==> src/rtl/seg_scan_decoder_pkg.sv <==
// Shared glyph patterns, digit codes and FSM encoding for the 7-segment scan decoder.
// The glyph decoder and the loop-back bench both import these definitions.
package seg_scan_decoder_pkg;

  localparam logic [6:0] GLYPH_0     = 7'h40;
  localparam logic [6:0] GLYPH_1     = 7'h79;
  localparam logic [6:0] GLYPH_2     = 7'h24;
  localparam logic [6:0] GLYPH_3     = 7'h30;
  localparam logic [6:0] GLYPH_4     = 7'h19;
  localparam logic [6:0] GLYPH_5     = 7'h12;
  localparam logic [6:0] GLYPH_6     = 7'h02;
  localparam logic [6:0] GLYPH_7     = 7'h78;
  localparam logic [6:0] GLYPH_8     = 7'h00;
  localparam logic [6:0] GLYPH_9     = 7'h10;
  localparam logic [6:0] GLYPH_MINUS = 7'h3F;
  localparam logic [6:0] GLYPH_BLANK = 7'h7F;

  localparam logic [3:0] DIG_MINUS = 4'd10;
  localparam logic [3:0] DIG_BLANK = 4'd11;
  localparam logic [3:0] DIG_BAD   = 4'd15;

  typedef enum logic [1:0] {
    COLLECT = 2'd0,
    CONV    = 2'd1,
    OUT     = 2'd2
  } state_t;

  // Minus, blank and illegal codes add nothing to the magnitude.
  function automatic logic [3:0] digit_value(input logic [3:0] code);
    return (code <= 4'd9) ? code : 4'd0;
  endfunction

endpackage

==> src/rtl/seg_glyph_dec.sv <==
// Combinational lookup from an active-low 7-segment pattern (g..a) to a 4-bit digit code.
module seg_glyph_dec
  import seg_scan_decoder_pkg::*;
(
  input  logic [6:0] pattern,
  output logic [3:0] code
);

  always_comb begin
    code = DIG_BAD;
    case (pattern)
      GLYPH_0:     code = 4'd0;
      GLYPH_1:     code = 4'd1;
      GLYPH_2:     code = 4'd2;
      GLYPH_3:     code = 4'd3;
      GLYPH_4:     code = 4'd4;
      GLYPH_5:     code = 4'd5;
      GLYPH_6:     code = 4'd6;
      GLYPH_7:     code = 4'd7;
      GLYPH_8:     code = 4'd8;
      GLYPH_9:     code = 4'd9;
      GLYPH_MINUS: code = DIG_MINUS;
      GLYPH_BLANK: code = DIG_BLANK;
      default:     code = DIG_BAD;
    endcase
  end

endmodule

==> src/rtl/seg_scan_decoder.sv <==
// Captures a scanned 6-digit 7-segment bus once each dwell has settled, assembles frames,
// and converts each completed frame to a 20-bit magnitude with point mask and sign.
module seg_scan_decoder
  import seg_scan_decoder_pkg::*;
#(
  parameter logic [15:0] SETTLE_CYC = 16'd100
) (
  input  logic        sys_clk,
  input  logic        sys_rst_n,
  input  logic [5:0]  sel_in,
  input  logic [7:0]  seg_in,
  output logic [19:0] data,
  output logic [5:0]  point,
  output logic        sign,
  output logic        data_valid,
  output logic        glyph_err
);

  logic [5:0]       sel_reg;
  logic [7:0]       seg_reg;
  logic [15:0]      cnt_reg;
  logic             done_reg;
  logic             sel_onehot;
  logic             in_changed;
  logic             capture;
  logic [3:0]       cap_code;

  logic [5:0][3:0]  slot_reg;
  logic [5:0]       pt_reg;
  logic [5:0]       mask_reg;
  logic             err_reg;
  logic [5:0]       slot_hit;
  logic             snap_go;

  logic [5:0][3:0]  snap_slot_reg;
  logic [5:0]       snap_pt_reg;
  logic             snap_err_reg;
  logic [5:0]       snap_minus;
  logic [19:0]      acc_reg;
  logic [2:0]       idx_reg;

  state_t           state_reg;
  state_t           state_next;
  logic             out_load;
  logic             out_err;

  logic [19:0]      data_reg;
  logic [5:0]       point_reg;
  logic             sign_reg;
  logic             data_valid_reg;
  logic             glyph_err_reg;

  assign sel_onehot = (sel_in != 6'd0) && ((sel_in & (sel_in - 6'd1)) == 6'd0);
  assign in_changed = (sel_in != sel_reg) || (seg_in != seg_reg);
  assign capture    = !in_changed && sel_onehot && !done_reg && (cnt_reg == SETTLE_CYC - 16'd1);
  assign snap_go    = (state_reg == COLLECT) && (mask_reg == 6'h3F);

  seg_glyph_dec u_glyph_dec (
    .pattern (seg_in[6:0]),
    .code    (cap_code)
  );

  genvar gi;
  generate
    for (gi = 0; gi < 6; gi++) begin : g_slot
      assign slot_hit[gi]   = capture && sel_in[gi];
      assign snap_minus[gi] = (snap_slot_reg[gi] == DIG_MINUS);
    end
  endgenerate

  // The done flag limits each stable dwell to a single capture.
  always_ff @(posedge sys_clk or negedge sys_rst_n) begin
    if (!sys_rst_n) begin
      sel_reg  <= '0;
      seg_reg  <= '0;
      cnt_reg  <= '0;
      done_reg <= 1'b0;
    end else begin
      sel_reg <= sel_in;
      seg_reg <= seg_in;
      if (in_changed || !sel_onehot) begin
        cnt_reg  <= '0;
        done_reg <= 1'b0;
      end else if (capture) begin
        done_reg <= 1'b1;
      end else if (!done_reg) begin
        cnt_reg <= cnt_reg + 16'd1;
      end
    end
  end

  // Collection keeps running during conversion; a full mask simply waits for COLLECT.
  always_ff @(posedge sys_clk or negedge sys_rst_n) begin
    if (!sys_rst_n) begin
      slot_reg <= '0;
      pt_reg   <= '0;
      mask_reg <= '0;
      err_reg  <= 1'b0;
    end else begin
      for (int n = 0; n < 6; n++) begin
        if (slot_hit[n]) begin
          slot_reg[n] <= cap_code;
          pt_reg[n]   <= ~seg_in[7];
        end
      end
      mask_reg <= (snap_go ? 6'd0 : mask_reg) | slot_hit;
      err_reg  <= (snap_go ? 1'b0 : err_reg) | (capture && (cap_code == DIG_BAD));
    end
  end

  always_ff @(posedge sys_clk or negedge sys_rst_n) begin
    if (!sys_rst_n) begin
      snap_slot_reg <= '0;
      snap_pt_reg   <= '0;
      snap_err_reg  <= 1'b0;
      acc_reg       <= '0;
      idx_reg       <= '0;
    end else if (snap_go) begin
      snap_slot_reg <= slot_reg;
      snap_pt_reg   <= pt_reg;
      snap_err_reg  <= err_reg;
      acc_reg       <= '0;
      idx_reg       <= 3'd5;
    end else if (state_reg == CONV) begin
      acc_reg <= (acc_reg << 3) + (acc_reg << 1) + {16'd0, digit_value(snap_slot_reg[idx_reg])};
      idx_reg <= idx_reg - 3'd1;
    end
  end

  always_ff @(posedge sys_clk or negedge sys_rst_n) begin
    if (!sys_rst_n) state_reg <= COLLECT;
    else            state_reg <= state_next;
  end

  always_comb begin
    state_next = state_reg;
    case (state_reg)
      COLLECT: if (snap_go) state_next = CONV;
      CONV:    if (idx_reg == 3'd0) state_next = OUT;
      OUT:     state_next = COLLECT;
      default: state_next = COLLECT;
    endcase
  end

  always_comb begin
    out_load = (state_reg == OUT) && !snap_err_reg;
    out_err  = (state_reg == OUT) && snap_err_reg;
  end

  always_ff @(posedge sys_clk or negedge sys_rst_n) begin
    if (!sys_rst_n) begin
      data_reg       <= '0;
      point_reg      <= '0;
      sign_reg       <= 1'b0;
      data_valid_reg <= 1'b0;
      glyph_err_reg  <= 1'b0;
    end else begin
      if (out_load) begin
        data_reg  <= acc_reg;
        point_reg <= snap_pt_reg;
        sign_reg  <= |snap_minus;
      end
      data_valid_reg <= out_load;
      glyph_err_reg  <= out_err;
    end
  end

  assign data       = data_reg;
  assign point      = point_reg;
  assign sign       = sign_reg;
  assign data_valid = data_valid_reg;
  assign glyph_err  = glyph_err_reg;

endmodule

==> config.mk <==
export PLATFORM = sky130hd
export DESIGN_NAME = seg_scan_decoder
export DESIGN_NICKNAME = d
export VERILOG_FILES = /design/src/rtl/seg_scan_decoder_pkg.sv /design/src/rtl/seg_glyph_dec.sv /design/src/rtl/seg_scan_decoder.sv
export SDC_FILE = /design/constraint.sdc
export NUM_CORES = 1
export LEC_CHECK = 0
export ABC_AREA = 1
export CAP_MARGIN = 5
export CORE_MARGIN = 1.5
export CORE_UTILIZATION = 45
export DETAILED_ROUTE_END_ITERATION = 6
export PLACE_DENSITY = 0.68
export REMOVE_ABC_BUFFERS = 1
export SYNTH_ARGS = -nofsm -noshare
export SYNTH_HDL_FRONTEND = slang
export SYNTH_SLANG_ARGS = --single-unit
==> constraint.sdc <==
create_clock -name sys_clk -period 9.6 [get_ports sys_clk]
set_input_delay 1.92 -clock sys_clk [delete_from_list [all_inputs] [get_ports sys_clk]]
set_output_delay 1.92 -clock sys_clk [all_outputs]
set_load 0.02 [all_outputs]
Word-level counts from Yosys, hierarchy flattened

Cells that the tools add are included.

Add/sub/neg operators: 5
$mul: 0
Divide/modulo/power cells: 0
$lt $le $gt $ge: 2
Equal/unequal tests: 28
Shifts and indexed selects: 0
Muxes and demuxes: 18
Bitwise gates (word level): 4
Reduce and logical (&&, ||, !) cells: 30

Operator list:

| kind                    | number |
|---|---|
| $mux W16                | 3 |
| $pmux W4 S12            | 1 |
| $mux W20                | 2 |
| $eq A4 B4 Y1 const B    | 7 |
| $eq A7 B7 Y1 const B    | 4 |
| $eq A7 B5 Y1 const B    | 3 |
| $eq A7 B6 Y1 const B    | 3 |
| $add A20 B20 Y20        | 1 |
| $add A20 B4 Y20         | 1 |
| $add A16 B1 Y16 const B | 1 |
| $eq A16 B7 Y1 const B   | 1 |
| $logic_and A1 B1 Y1     | 14 |
| $bmux W4 S3             | 1 |
| $mux W4                 | 2 |
| $ne A8 B8 Y1            | 1 |
| $eq A7 B2 Y1 const B    | 1 |
| $logic_not A7 Y1        | 1 |
| $and A6 B6 Y6           | 1 |
| $eq A6 B6 Y1 const B    | 1 |
| $logic_not A6 Y1        | 1 |
| $mux W3                 | 2 |
| $mux W6                 | 1 |
| $ne A2 B1 Y1 const B    | 3 |
| $ne A6 B6 Y1            | 1 |
| 21 further kinds        | 30 |

Register bits after elaboration: 153
Bits in latches: 0
RAM bits: 0
ROM bits: 0
Input port bits: 16
Output and inout bits: 29
Memories kept: 0

Longest topological paths before layout

Gate-level depths: netlist (run 1).

Word-level depth: 9
Depth in mapped cells: 23
Gate-level depth less buffers: 22

By module

A second synthesis (run 1) with hierarchy kept.

Cell total of the unflattened synthesis: 990
Area, all modules: 7990.2 um2

By module, submodules not included:

| module           | instances | cells each | area each (um2) | sequential area each (um2) |
|---|---|---|---|---|
| seg_scan_decoder | 1         | 931        | 7698.6          | 3828.7 |
| seg_glyph_dec    | 1         | 59         | 291.5           | 0.0 |

Least setup slack after synthesis (run 1)

OpenSTA, ideal clock, no wires.

Path kind: reg2reg
From: register idx_reg[0]
To: register acc_reg[18]
Library setup time: 0.127 ns
Arrival time: 3.433 ns
Required time: 9.473 ns
Setup slack: 6.040 ns
Stages on the path, launching flop included: 15
Path buffers: 1
Period minus slack after synthesis: 3.560 ns
Path through: dfrtp_1 -> inv_1 -> clkbuf_1 -> nor2_1 -> o41ai_1 -> nand2_1 -> nand2_1 -> fa_1 -> fa_1 -> o21ai_0 -> a21oi_1 -> o21ai_0 -> nand3_1 -> a21oi_1 -> o21ai_0

Word-level cells in the longest chain between the ends: 7

RTL lines:

| element                         | line                       | text |
|---|---|---|
| start: declaration              | seg_scan_decoder.sv:40     | `logic [2:0] idx_reg;` |
| start signal: assignment        | seg_scan_decoder.sv:126    | `idx_reg <= idx_reg - 3'd1;` |
| $bmux W4 S3 *                   | seg_scan_decoder.sv:125    | `acc_reg <= (acc_reg << 3) + (acc_reg << 1) + {16'd0, digit_value(snap_slot_reg[idx_reg])};` |
| $mux W4 (implied by the code) * | seg_scan_decoder.sv:125    |  |
| $le A4 B4 Y1                    | seg_scan_decoder_pkg.sv:30 | `return (code <= 4'd9) ? code : 4'd0;` |
| $mux W4 *                       | seg_scan_decoder_pkg.sv:30 |  |
| $add A20 B4 Y20 *               | seg_scan_decoder.sv:125    |  |
| $mux W20 *                      | seg_scan_decoder.sv:124    | `end else if (state_reg == CONV) begin` |
| $mux W20 *                      | seg_scan_decoder.sv:118    | `end else if (snap_go) begin` |
| end signal: assignment          | seg_scan_decoder.sv:125    |  |
| end: declaration                | seg_scan_decoder.sv:39     | `logic [19:0] acc_reg;` |

Mark *: on every way between the ends. The rest lies on a longest branch, timed or not. The select of a mux whose other input is x is not followed.
A chain may end at the register's enable or synchronous reset.

Worst setup path in the final report (run 1)

Same ends and word-level chain as after synthesis.

==> run metrics, run 1 <==
status finished, final reports clean; worst skew pair latency 0.43 ns; Die X 135.2 µm; Post-CTS Hold Buffers 0; count of clock tree sinks about 150; total core area ~17000 µm²; Antenna Diode Count 0; Clk Tree Root Cell sky130_fd_sc_hd__clkbuf_16; final core occ 0.5350; largest net degree at the start of global routing 100; CTS HTree Levels 4; number of different library cells in the post-synthesis netlist 41; crit-path cells inv_1, nor2_1, o41ai_1, nand2_1, nand2_1, fa_1, fa_1, o21ai_0, a21oi_1, o21ai_0, nand3_1, nand3_1, nand2_1, o21ai_0; Initial Util 0.4577; setup bufs post-CTS 0; switching pwr 544.0 µW; remaining antenna violation count after routing 0; clock tree from TritonCTS done; areal power density over the cells approximately 200 nW/µm²; num ports 45; worst path required time 9.93 ns; Num CTS Buffers 17; number of synthesis warnings 0; startpoint type of the worst setup path flop; Hold Fails Final Rpt 0; transition at the pin with the smallest max-transition slack 0.9535 ns; maxcap violations 0; part of the total power dissipated in sequential elements 0.383; Die Height roughly 140 µm; share of synthesized area occupied by flip-flops and latches 0.4870; Avg Synthesized Cell Area 7.981 µm²; footprint of the multi-input gates between 3000 and 4000 µm²; gate count of the mapped netlist 985; final critical delay including setup and external delays 4.285 ns; DP HPWL approximately 12000 µm; combinational share of power 0.223; Cell Area, Placed 8556 µm²; total congestion overflow after global routing 0; proportion of register bits with asynchronous set or reset after synthesis 1.000; register bit count reported by yosys 153; routability cong. about 0.87; critical-path maximum fanout 16; Total Wirelength 17280 µm; initial antenna violation count 0; wire length of the first global-routing pass 29610 µm; drt pass-1 iters 5; largest vdd supply drop 0.1285 mV; uppermost signal routing layer after detailed routing met4; Setup-failing EPs final 0; Remaining DRCs 0; Internal Power roughly 1300 µW; sort of element at the end of the critical path flop; number of enable-type register cells in the synthesized netlist 0; 1st-iter DRT viols 393; drt wl/cell 13.59 µm; max-slew violations 0; Worst Setup Path Type reg -> reg; final standard cell area without fillers 9190 µm²; Net count, final 1089; Metal-1 WL 8081 µm; layout overhead on the synthesized area 16.90%; worst slew margin relative to its limit 0.3643; buffering stage count on the worst path with inverters included 1; routed wl met2 8257 µm; Setup Total Neg Slack 0 ns; Arr. time, crit path 4.62 ns; slowest cell delay on critical path 0.61 ns; Fmax achieved between 0.2 and 0.25 GHz; gr usage total 0.2047; clock skew 0.006963 ns; clock transition time at the flip-flop clock pins of the worst setup and hold paths around 0.060 ns; detailed-routed wire length on met3 around 680 µm; ratio of final minimum period to clock period 0.4463; dominant delay contributor by cell family on the critical path compound AO/OA/AOI/OAI gates; Synth Cell Area around 8000 µm²; # rows 48; share of layout cells above drive strength 1 0.05927; Sw Ratio 0.2989; maximum buffer depth of the clock tree 2; min-delay worst type reg -> reg; routed via count divided by cell count 5.095; Total Die Area around 18000 µm²; area occupied by registers 3829 µm²; Pleak 0.004569 µW; setup repair after global routing missed its margin false; portion of total power attributed to the clock network 0.394; most frequently used flop master after synthesis sky130_fd_sc_hd__dfrtp_1; final-layout fill cell count 1651; total power after layout 1820 µW; Gates resized, CTS repair 0; number of vias in the routed layout approximately 6500; via count of the first global-routing pass around 6300; cell with the largest stage delay on the worst path sky130_fd_sc_hd__o41ai_1; quantity of I/O buffers inserted on ports 44
==> cells by family (layout without fill, tap and decap cells) <==
group / after synthesis / in the layout / share of synthesized area
XOR/XNOR: 8 / 8 / 0.008912
flip-flops: 153 / 153 / 0.4870
adder cells (fa/ha/maj): 39 / 39 / 0.06398
buffers and inverters: 153 / 214 / 0.07353
AO/OA/AOI/OAI: 188 / 188 / 0.1278
AND/OR/NAND/NOR: 444 / 444 / 0.2387
==> routing by layer <==
layer | up-vias | global-route usage
met2 | 136 | 0.3396
met3 | 25 | 0.04340
met5 | - | 0
met4 | 0 | 0.06153
met1 | 3022 | 0.2699
li1 | 3293 | -
==> power groups by stage <==
stage	combinational, µW	clock, µW	sequential, µW
2_1_floorplan	311	0	701
3_5_place_dp	404	0	709
5_1_grt	475	760	701
3_3_place_gp	399	0	709
6_report	406	717	697
4_1_cts	407	729	698
==> worst register-to-register path: stages, from the launching register on <==
cell and delay, ns:
sky130_fd_sc_hd__dfrtp_1 0.51, sky130_fd_sc_hd__inv_1 0.40, sky130_fd_sc_hd__nor2_1 0.08, sky130_fd_sc_hd__o41ai_1 0.61
sky130_fd_sc_hd__nand2_1 0.17, sky130_fd_sc_hd__nand2_1 0.11, sky130_fd_sc_hd__fa_1 0.46, sky130_fd_sc_hd__fa_1 0.48
sky130_fd_sc_hd__o21ai_0 0.29, sky130_fd_sc_hd__a21oi_1 0.16, sky130_fd_sc_hd__o21ai_0 0.40, sky130_fd_sc_hd__nand3_1 0.19
sky130_fd_sc_hd__nand3_1 0.13, sky130_fd_sc_hd__nand2_1 0.05, sky130_fd_sc_hd__o21ai_0 0.17
==> through the flow <==
step / hold WS, ns / setup slack, ns / cells
floorplan: 0.4422 / 6.076 / 965
finish: 0.4724 / 5.315 / 1271
global placement: 0.4527 / 5.308 / 1240
global route: 0.4919 / 4.813 / 1271
CTS: 0.4773 / 5.346 / 1271
detailed placement: 0.4611 / 5.294 / 1240
==> final cells by class <==
cell class | instances | share of cell area
inverters | 133 | 0.05432
flip-flops and latches | 153 | 0.4166
clock buffers | 20 | 0.05078
clock inverters | 11 | 0.01824
multi-input cells | 679 | 0.3764
well taps | 225 | 0.03063
repair buffers | 50 | 0.05296
==> cell usage after synthesis, types with 6 or more instances <==
cell type / instances / area share
sky130_fd_sc_hd__nand2_1: 274 / 0.13
sky130_fd_sc_hd__dfrtp_1: 153 / 0.49
sky130_fd_sc_hd__inv_1: 121 / 0.058
sky130_fd_sc_hd__o21ai_0: 104 / 0.066
sky130_fd_sc_hd__nor2_1: 83 / 0.040
sky130_fd_sc_hd__a21oi_1: 42 / 0.027
sky130_fd_sc_hd__ha_1: 37 / 0.059
sky130_fd_sc_hd__nand3_1: 33 / 0.021
sky130_fd_sc_hd__clkbuf_1: 15 / 0.0072
sky130_fd_sc_hd__nand4_1: 15 / 0.012
sky130_fd_sc_hd__nor3_1: 13 / 0.0083
sky130_fd_sc_hd__o21ai_1: 12 / 0.0076
sky130_fd_sc_hd__inv_2: 10 / 0.0048
sky130_fd_sc_hd__a31oi_1: 7 / 0.0056
sky130_fd_sc_hd__o22ai_1: 7 / 0.0056
sky130_fd_sc_hd__nor2_4: 6 / 0.0086
==> path summary, 6_finish.rpt <==
check,start,endpoint,slack [ns],depth (start not counted)
min in group asynchronous,sys_rst_n,data[5]$_DFFE_PN0P_,1.54,1
min reg2reg,data[15]$_DFFE_PN0P_,data[15]$_DFFE_PN0P_,0.47,2
min,data[15]$_DFFE_PN0P_,data[15]$_DFFE_PN0P_,0.47,2
max in group asynchronous,sys_rst_n,snap_slot_reg[8]$_DFFE_PN0P_,6.69,2
max reg2reg,idx_reg[0]$_DFFE_PN0P_,acc_reg[18]$_DFFE_PN0P_,5.32,14
max,idx_reg[0]$_DFFE_PN0P_,acc_reg[18]$_DFFE_PN0P_,5.32,14
==> cell usage in the layout (no fill, tap or decap), types with 10 or more instances in the layout <==
| cell | netlist | layout |
|---|---|---|
| sky130_fd_sc_hd__inv_2 | 10 | 10 |
| sky130_fd_sc_hd__nor3_1 | 13 | 12 |
| sky130_fd_sc_hd__o21ai_0 | 104 | 104 |
| sky130_fd_sc_hd__clkbuf_16 | 0 | 17 |
| sky130_fd_sc_hd__inv_1 | 121 | 121 |
| sky130_fd_sc_hd__nand2_1 | 274 | 274 |
| sky130_fd_sc_hd__a21oi_1 | 42 | 42 |
| sky130_fd_sc_hd__nor2_1 | 83 | 83 |
| sky130_fd_sc_hd__dfrtp_1 | 153 | 153 |
| sky130_fd_sc_hd__nand4_1 | 15 | 15 |
| sky130_fd_sc_hd__o21ai_1 | 12 | 12 |
| sky130_fd_sc_hd__clkdlybuf4s50_1 | 0 | 43 |
| sky130_fd_sc_hd__ha_1 | 37 | 37 |
| sky130_fd_sc_hd__nand3_1 | 33 | 33 |
Note: power is estimated with default switching activity, not from simulation.
==> run 2: changes to the inputs <==
==> constraint.sdc (replaced) <==
create_clock -name sys_clk -period 4.1 [get_ports sys_clk]
set_input_delay 0.82 -clock sys_clk [delete_from_list [all_inputs] [get_ports sys_clk]]
set_output_delay 0.82 -clock sys_clk [all_outputs]
set_load 0.02 [all_outputs]
==> run metrics, run 2 (synthesis results as in run 1) <==
Num CTS Buffers 17 (unchanged); # rows 48 (unchanged); Worst Setup Path Type reg -> reg; wire length of the first global-routing pass 29680 µm (+0.21%); quantity of I/O buffers inserted on ports 44 (unchanged); Die Height 135.2 µm (unchanged); clock tree from TritonCTS done; total congestion overflow after global routing 0 (unchanged); 1st-iter DRT viols 463 (+18%); Die X 135.2 µm (unchanged); layout overhead on the synthesized area 17.13%; leading cell type in the layout, fill and taps excluded sky130_fd_sc_hd__nand2_1; number of vias in the routed layout 6519 (+0.66%); num ports 45 (unchanged); remaining antenna violation count after routing 0 (unchanged); transition at the pin with the smallest max-transition slack 0.9619 ns (+0.008357 ns); Fmax achieved 0.2778 GHz (+19%); DP HPWL 12700 µm (+3.1%); Setup-failing EPs final 0 (unchanged); final critical delay including setup and external delays 3.599 ns (-0.6855 ns); worst path required time 4.41 ns (-5.52 ns); setup bufs post-CTS 0 (unchanged); Initial Util 0.4577 (unchanged); startpoint type of the worst setup path flop; gr usage total 0.2050 (+0.0003114); leading cell types in the layout, fill and taps excluded 274 x sky130_fd_sc_hd__nand2_1, 153 x sky130_fd_sc_hd__dfrtp_1, 121 x sky130_fd_sc_hd__inv_1; CTS HTree Levels 4 (unchanged); status finished, final reports clean; Net count, final 1093 (+0.37%); worst slew margin relative to its limit 0.3553 (-0.009066); drt pass-1 iters 5 (unchanged); worst skew pair latency 0.42 ns (about the same); Setup Total Neg Slack 0 ns (unchanged); Post-CTS Hold Buffers 0 (unchanged); via count of the first global-routing pass 6113 (-2.4%); largest net degree at the start of global routing 94 (-6.0%); min-delay worst type in -> async; clock skew 0.005451 ns (-0.001512 ns); pre-CTS setup slack 0.3565 ns (-4.937 ns); clock transition time at the flip-flop clock pins of the worst setup and hold paths 0.06 ns (about the same); Total Wirelength 17440 µm (+0.97%); Hold Fails Final Rpt 0 (unchanged); largest vdd supply drop 0.2924 mV (+130%); routability cong. 0.8877 (+2.2%); setup slack after layout 0.5008 ns (-4.815 ns); routed via count divided by cell count 5.109 (+0.27%); ratio of final minimum period to clock period 0.8779 (+0.4315); maximum buffer depth of the clock tree 2 (unchanged); Antenna Diode Count 0 (unchanged); share of layout cells above drive strength 1 0.06470 (+0.005427); setup repair after global routing missed its margin false; Clk Tree Root Cell sky130_fd_sc_hd__clkbuf_16; max-slew violations 0 (unchanged); initial antenna violation count 0 (unchanged); areal power density over the cells 459.2 nW/µm² (+130%); sort of element at the end of the critical path flop; maxcap violations 0 (unchanged); Pleak 0.004574 µW (+0.11%); count of clock tree sinks 153 (unchanged); total core area 17180 µm² (unchanged); Total Die Area 18270 µm² (unchanged); critical-path maximum fanout 13 (-3); drt wl/cell 13.67 µm (+0.57%); Remaining DRCs 0 (unchanged); Arr. time, crit path 3.91 ns (-0.71 ns)
run 2: layout make-up:
type                       count  area, µm²
tap                          225      281.5
clock buffer                  20      466.7
timing repair buffer          54      516.7
multi-input combinational    679       3467
fill                        1620       7969
sequential                   153       3829
clock inverter                12      147.6
inverter                     133      499.2
run 2: final timing paths:
check / startpoint / endpoint / slack (ns) / cells after the start
min in group sys_clk: pt_reg[4]$_DFFE_PN0P_ / snap_pt_reg[4]$_DFFE_PN0P_ / 0.47 / 2
min reg2reg: pt_reg[4]$_DFFE_PN0P_ / snap_pt_reg[4]$_DFFE_PN0P_ / 0.47 / 2
max reg2reg: idx_reg[0]$_DFFE_PN0P_ / acc_reg[18]$_DFFE_PN0P_ / 0.50 / 16
max in group asynchronous: sys_rst_n / seg_reg[3]$_DFF_PN0_ / 2.83 / 2
min: sys_rst_n / acc_reg[7]$_DFFE_PN0P_ / 0.45 / 1
max: idx_reg[0]$_DFFE_PN0P_ / acc_reg[18]$_DFFE_PN0P_ / 0.50 / 16
run 2: power by group:
group | total (µW) | internal (µW) | switching (µW)
clock | 1630 | 1000 | 625
combinational | 968 | 355 | 613
sequential | 1630 | 1570 | 61.7
run 2: metal layers:
| metal | vias to the layer above | track usage | wire length [µm] |
|---|---|---|---|
| met5 | - | 0 | 0 |
| met4 | 0 | 0.07348 | 343 |
| met3 | 22 | 0.03255 | 463 |
| met2 | 111 | 0.3424 | 8452 |
| met1 | 3086 | 0.2708 | 8183 |
| li1 | 3300 | - | - |
run 2: timing repair:
action | in CTS | in global routing
endpoints found under the hold margin | 0 | 0
endpoints found under the setup margin | 0 | 3
gates resized for setup | 0 | 2
run 2: worst max-delay path: stages (launching register included):
cell and delay, ns:
sky130_fd_sc_hd__dfrtp_1 0.37, sky130_fd_sc_hd__inv_1 0.29, sky130_fd_sc_hd__buf_4 0.20, sky130_fd_sc_hd__nor2_1 0.04
sky130_fd_sc_hd__o21ai_0 0.16, sky130_fd_sc_hd__nand2_1 0.08, sky130_fd_sc_hd__o41ai_2 0.08, sky130_fd_sc_hd__nand2_1 0.13
sky130_fd_sc_hd__nand2_1 0.10, sky130_fd_sc_hd__fa_1 0.45, sky130_fd_sc_hd__fa_1 0.47, sky130_fd_sc_hd__o21ai_0 0.29
sky130_fd_sc_hd__a21oi_1 0.15, sky130_fd_sc_hd__o21ai_1 0.27, sky130_fd_sc_hd__nand3_1 0.14, sky130_fd_sc_hd__a21oi_1 0.16
sky130_fd_sc_hd__o21ai_0 0.09
run 2: stage by stage:
step	hold slack, ns	std cells	util	instance area, µm²	power (µW)
3_3_place_gp	0.4527	1244	0.4999	8586	2607
2_1_floorplan	0.4422	965	-	7782	2371
4_1_cts	0.4736	1276	0.5356	9200	4257
5_1_grt	0.4902	1276	0.5361	9208	4468
6_report	0.4471	1276	0.5361	9208	4228
3_5_place_dp	0.4574	1244	0.4999	8586	2624
